### src/rtl/ext_pipe_pkg.sv
// Shared extend-mode encodings for the immediate extension pipeline.
// Every user of an ext_op code takes it from here rather than a local literal.
package ext_pipe_pkg;

    localparam int EXT_OP_LENGTH = 3;

    localparam logic [EXT_OP_LENGTH-1:0] EXT_OP_DEFAULT     = 3'b000;
    localparam logic [EXT_OP_LENGTH-1:0] EXT_OP_SFT         = 3'b001;
    localparam logic [EXT_OP_LENGTH-1:0] EXT_OP_SIGNED      = 3'b010;
    localparam logic [EXT_OP_LENGTH-1:0] EXT_OP_UNSIGNED    = 3'b011;
    localparam logic [EXT_OP_LENGTH-1:0] EXT_OP_SIGNED_SHL2 = 3'b100;
    localparam logic [EXT_OP_LENGTH-1:0] EXT_OP_SBYTE       = 3'b101;
    localparam logic [EXT_OP_LENGTH-1:0] EXT_OP_UBYTE       = 3'b110;
    localparam logic [EXT_OP_LENGTH-1:0] EXT_OP_RESERVED    = 3'b111;

endpackage

### src/rtl/ext_core.sv
// Combinational extend-mode decode: turns an immediate and an ext_op into
// the widened result, flagging reserved modes.
module ext_core
    import ext_pipe_pkg::*;
#(
    parameter int DATA_W = 16,
    parameter int OUT_W  = 32,
    parameter int OP_W   = EXT_OP_LENGTH
) (
    input  logic [DATA_W-1:0] imm,
    input  logic [OP_W-1:0]   ext_op,
    output logic [OUT_W-1:0]  ext_out,
    output logic              err
);

    logic [OUT_W-1:0]    zext;
    logic [OUT_W-1:0]    sext;
    logic [2*DATA_W-1:0] sft_full;

    assign zext     = OUT_W'(imm);
    assign sext     = OUT_W'($signed(imm));
    assign sft_full = {imm, {DATA_W{1'b0}}};

    // Reserved or unknown modes fall back to zero-extension with err raised.
    always_comb begin
        ext_out = zext;
        err     = 1'b0;
        case (ext_op)
            OP_W'(EXT_OP_DEFAULT),
            OP_W'(EXT_OP_UNSIGNED):    ext_out = zext;
            OP_W'(EXT_OP_SFT):         ext_out = OUT_W'(sft_full);
            OP_W'(EXT_OP_SIGNED):      ext_out = sext;
            OP_W'(EXT_OP_SIGNED_SHL2): ext_out = sext << 2;
            OP_W'(EXT_OP_SBYTE):       ext_out = OUT_W'($signed(imm[7:0]));
            OP_W'(EXT_OP_UBYTE):       ext_out = OUT_W'(imm[7:0]);
            default: begin
                ext_out = zext;
                err     = 1'b1;
            end
        endcase
    end

endmodule

### src/rtl/ext_pipe.sv
// Immediate extension stage with a valid/ready handshake: one output register
// plus one skid register, one cycle of latency, synchronous flush.
module ext_pipe
    import ext_pipe_pkg::*;
#(
    parameter int DATA_W = 16,
    parameter int OUT_W  = 32,
    parameter int OP_W   = EXT_OP_LENGTH
) (
    input  logic              clk,
    input  logic              rst_n,
    input  logic              in_valid,
    output logic              in_ready,
    input  logic [DATA_W-1:0] imm,
    input  logic [OP_W-1:0]   ext_op,
    input  logic              flush,
    output logic              out_valid,
    input  logic              out_ready,
    output logic [OUT_W-1:0]  ext_out,
    output logic              out_err
);

    logic [OUT_W-1:0] core_out;
    logic             core_err;
    logic [OUT_W-1:0] skid_data;
    logic             skid_err;
    logic             skid_valid;
    logic             take_in;
    logic             take_out;
    logic             out_free;

    ext_core #(
        .DATA_W (DATA_W),
        .OUT_W  (OUT_W),
        .OP_W   (OP_W)
    ) u_core (
        .imm     (imm),
        .ext_op  (ext_op),
        .ext_out (core_out),
        .err     (core_err)
    );

    assign in_ready = !skid_valid;
    assign take_in  = in_valid && in_ready;
    assign take_out = out_valid && out_ready;
    assign out_free = !out_valid || take_out;

    // When skid_valid is set in_ready is low, so a skid refill and a fresh
    // input can never compete for the output register on the same edge.
    always_ff @(posedge clk or negedge rst_n) begin
        if (!rst_n) begin
            out_valid  <= 1'b0;
            ext_out    <= '0;
            out_err    <= 1'b0;
            skid_valid <= 1'b0;
            skid_data  <= '0;
            skid_err   <= 1'b0;
        end else if (flush) begin
            out_valid  <= 1'b0;
            skid_valid <= 1'b0;
        end else if (out_free) begin
            if (skid_valid) begin
                ext_out    <= skid_data;
                out_err    <= skid_err;
                out_valid  <= 1'b1;
                skid_valid <= 1'b0;
            end else if (take_in) begin
                ext_out   <= core_out;
                out_err   <= core_err;
                out_valid <= 1'b1;
            end else begin
                out_valid <= 1'b0;
            end
        end else if (take_in) begin
            skid_data  <= core_out;
            skid_err   <= core_err;
            skid_valid <= 1'b1;
        end
    end

endmodule

### config.mk
export PLATFORM = sky130hd
export DESIGN_NAME = ext_pipe
export DESIGN_NICKNAME = d
export VERILOG_FILES = /design/src/rtl/ext_pipe_pkg.sv /design/src/rtl/ext_core.sv /design/src/rtl/ext_pipe.sv
export SDC_FILE = /design/constraint.sdc
export NUM_CORES = 1
export LEC_CHECK = 0
export CAP_MARGIN = 30
export CORE_MARGIN = 10
export CORE_UTILIZATION = 50
export CTS_BUF_LIST = sky130_fd_sc_hd__clkbuf_2 sky130_fd_sc_hd__clkbuf_4 sky130_fd_sc_hd__clkbuf_8
export CTS_CLUSTER_SIZE = 16
export DETAILED_ROUTE_END_ITERATION = 12
export PLACE_DENSITY = 0.88
export SYNTH_ARGS = -nofsm -noshare
export SYNTH_HDL_FRONTEND = slang
export SYNTH_SLANG_ARGS = --single-unit
export TNS_END_PERCENT = 50
### constraint.sdc
create_clock -name clk -period 1.88 [get_ports clk]
set_input_delay 0.376 -clock clk [delete_from_list [all_inputs] [get_ports clk]]
set_output_delay 0.376 -clock clk [all_outputs]
set_load 0.01 [all_outputs]
==> run metrics <==
critical setup path kind=in2reg; initial antenna violation count=0; buffers inserted during post-CTS setup optimization=0; Worst path slowest cell=sky130_fd_sc_hd__clkdlybuf4s50_1; total power divided by cell area=928 mW/mm^2; via count of the first global-routing pass=3042; fraction of the core area covered by cells at the end of the flow=66.9%; Pleak=1.76 nW; TritonCTS Sinks=68; pin count of the biggest net entering global routing=69; number of antenna repair diodes=0; crit-path max cell delay=between 0.6 and 0.7 ns; Max Clk Rate=0.560 GHz; die height=roughly 100 um; gr busiest metal=met2; final setup violation count=0; global routing met2 resource utilization=~30%; signal arrival time at the worst endpoint=2.02 ns; vias=3037; clock slew at the register clock pins of the worst setup and hold paths=about 0.080 ns; r2r setup slk=0.33 ns; cell chain of the critical path=clkdlybuf4s50_1, mux2i_1, o21ai_4, a21oi_1, o21ai_0; syn_area_per_cell=just over 9 sq um; Detailed Place HPWL=~6300 um; count of max-cap constraint violations=0; initial core utilization=51.6%; area after detailed placement=between 0.004 and 0.005 sq mm; synthesized cell area=0.00329 sq mm; number of synthesized register bits=68; number of filler cells placed in the layout=between 400 and 500; share of the clock period used by the worst path=95.1%; number of port buffers=58; global-route wire length before repair=around 15000 um; Slew @ Worst Pin=approximately 0.45 ns; top-level I/O count=between 50 and 60; number of vias per cell after detailed routing=6.09; ratio of cells with drive above 1 in the final layout=10.9%; Worst Path Max Fanout=13; crit end category=register; width of the chip=101 um; count of mapped cells out of synthesis=about 360; Syn. warnings=0; top cells by area, synth=sky130_fd_sc_hd__dfrtp_1 52%, sky130_fd_sc_hd__nand2_1 7.9%, sky130_fd_sc_hd__o21ai_0 6.2%, sky130_fd_sc_hd__o211ai_1 5.5%, sky130_fd_sc_hd__a21oi_1 4.7%; number of buffers created by CTS=9; clk_skew=0.00729 ns; Worst Reg-to-Reg Cells=6; met1 capacity usage during global routing=22.1%; clock network latency to the later pin of the worst-skew pair=approximately 0.35 ns; worst IR drop on VDD=0.670 mV; sequential share of the synthesized area=between 50% and 60%; number of endpoints with negative hold slack in the final report=0; Area growth syn-to-layout=29.6%; clock root buffer=sky130_fd_sc_hd__clkbuf_8; post-synth top area share=51.7%; FF-to-FF Start=skid_valid; total wire length after detailed routing=between 9000 and 10000 um; area taken by multi-input logic gates=roughly 0.0014 sq mm; unique cell type count in the Yosys netlist=36; post-layout net count=about 440; number of pins exceeding their max-slew limit in the final report=0; met3 track utilization from global routing=5.72%; cell type with the highest aggregate area in the netlist=sky130_fd_sc_hd__dfrtp_1; CTS Hold Bufs=0; number of H-tree branching levels=3; Post-Layout Inst Area=0.00427 sq mm; minimum clock period=1.79 ns; overall track demand over capacity in global routing=18.4%; sort of element at the start of the critical path=input pin; status=finished clean; max_slew headroom=a little over two thirds; Die ar.=roughly 0.01 sq mm; sequential cell area=0.00170 sq mm; Routability Congestion=0.890; Clock Path Buffers=2; worst hold-check path type=in2async; number of standard-cell rows in the floorplan=29; core region area=0.00639 sq mm; DRC violation total after the first TritonRoute iteration=~300; Total Power=a little under 0.004 W; syn_nets=381; antenna-violating nets left=0; Resized Gates After CTS=0; grt total ovfl=0; FF-to-FF End=ext_out[3]; data required time at the worst endpoint=2.11 ns; WL/cell=18.4 um; most frequent standard cell in the layout excluding fill and tap cells=sky130_fd_sc_hd__nand2_1; commonest cells after routing, fill and taps aside=69 x sky130_fd_sc_hd__nand2_1, 68 x sky130_fd_sc_hd__dfrtp_1, 57 x sky130_fd_sc_hd__clkdlybuf4s50_1; Remaining DRCs=0; worst hold slack after final layout=0.0162 ns; drt pass-1 iters=5; clock tree from TritonCTS=done
cell usage after synthesis:
| cell type | instances |
|---|---|
| sky130_fd_sc_hd__nand4b_1 | 1 |
| sky130_fd_sc_hd__inv_1 | 2 |
| sky130_fd_sc_hd__a21oi_1 | 31 |
| sky130_fd_sc_hd__xnor2_1 | 2 |
| sky130_fd_sc_hd__o21ai_1 | 12 |
| sky130_fd_sc_hd__mux2i_1 | 1 |
| sky130_fd_sc_hd__a221oi_1 | 1 |
| sky130_fd_sc_hd__buf_6 | 4 |
| sky130_fd_sc_hd__buf_4 | 3 |
| sky130_fd_sc_hd__or3_1 | 1 |
| sky130_fd_sc_hd__nor3b_1 | 1 |
| sky130_fd_sc_hd__nand4_1 | 1 |
| sky130_fd_sc_hd__nand4bb_1 | 2 |
| sky130_fd_sc_hd__a22oi_1 | 7 |
| sky130_fd_sc_hd__o21ai_2 | 2 |
| sky130_fd_sc_hd__nor2b_1 | 1 |
| sky130_fd_sc_hd__mux2_2 | 1 |
| sky130_fd_sc_hd__nand3_1 | 22 |
| sky130_fd_sc_hd__nor2_2 | 1 |
| sky130_fd_sc_hd__o21a_1 | 2 |
| sky130_fd_sc_hd__buf_2 | 15 |
| sky130_fd_sc_hd__nor2_1 | 4 |
| sky130_fd_sc_hd__dfrtp_1 | 68 |
| sky130_fd_sc_hd__nor3b_2 | 1 |
| sky130_fd_sc_hd__nor3_1 | 1 |
| sky130_fd_sc_hd__nand2b_1 | 9 |
| sky130_fd_sc_hd__o21ai_0 | 41 |
| sky130_fd_sc_hd__nor3_4 | 1 |
| sky130_fd_sc_hd__nand3b_1 | 2 |
| sky130_fd_sc_hd__a211oi_1 | 7 |
| sky130_fd_sc_hd__nand2_1 | 69 |
| sky130_fd_sc_hd__o21bai_1 | 1 |
| sky130_fd_sc_hd__a22o_1 | 6 |
| sky130_fd_sc_hd__o211ai_1 | 24 |
| sky130_fd_sc_hd__and2b_4 | 1 |
| sky130_fd_sc_hd__clkbuf_1 | 9 |
layout make-up:
type                    count  share of cell area [%]
clock buffers               9                    2.90
clock inverters             7                    1.79
inverters                   2                   0.176
multi-input cells         256                    33.3
flip-flops and latches     68                    39.8
well taps                  77                    2.26
repair buffers             80                    19.7
per-stage QoR:
step / worst slack [ns] / TNS, ns / instances
after detailed placement: -0.328 / -12.18 / 483
after CTS: 0.0152 / 0 / 499
final: 0.0928 / 0 / 499
after global placement: -0.213 / -5.98 / 483
after global routing: -0.00761 / -0.00761 / 499
after floorplan: 0.419 / 0 / 357
flip-flops by register name, summed over array words and instances, names as in the netlist:
signal and flops:
skid_valid 1, ext_out 32, skid_err 1, skid_data 32, out_err 1, out_valid 1
critical path: cells and delay by family:
| family | cells | cell delay [ns] |
|---|---|---|
| AO/OA/AOI/OAI | 3 | 0.56 |
| buffers and inverters | 1 | 0.68 |
| multiplexers | 1 | 0.39 |
metal layers:
metal  vias to the layer above  part of all wire (%)
met4                         0                   3.1
met5                         -                     0
met2                       146                    50
met1                      1480                    38
li1                       1388                     -
met3                        23                   8.7
power breakdown:
part           switching [W]  internal, W  total, W
Sequential          0.000140      0.00171   0.00185
Clock               0.000606     0.000619   0.00122
Combinational       0.000443     0.000447  0.000890
kinds of logic (layout without fill, tap and decap cells):
family / Yosys count / after routing / share of synthesized area, %
AO/OA/AOI/OAI: 134 / 134 / 24.5
multiplexers: 2 / 2 / 0.646
XOR/XNOR: 2 / 2 / 0.532
buffers and inverters: 33 / 98 / 5.58
flip-flops: 68 / 68 / 51.7
AND/OR/NAND/NOR: 118 / 118 / 17.1
how the worst max path moves through the flow:
| stage | cells past startpoint | from | slack, ns | endpoint |
|---|---|---|---|---|
| after floorplan | 6 | out_valid | 0.42 | ext_out[22] |
| after global placement | 5 | ext_op[0] | -0.21 | ext_out[25] |
| after detailed placement | 5 | ext_op[0] | -0.33 | skid_data[25] |
| after CTS | 5 | ext_op[0] | 0.02 | skid_data[21] |
| after global routing | 5 | ext_op[0] | -0.008 | skid_data[25] |
| final | 5 | ext_op[0] | 0.09 | skid_data[25] |
No activity file was read; power rests on OpenSTA's default activity.
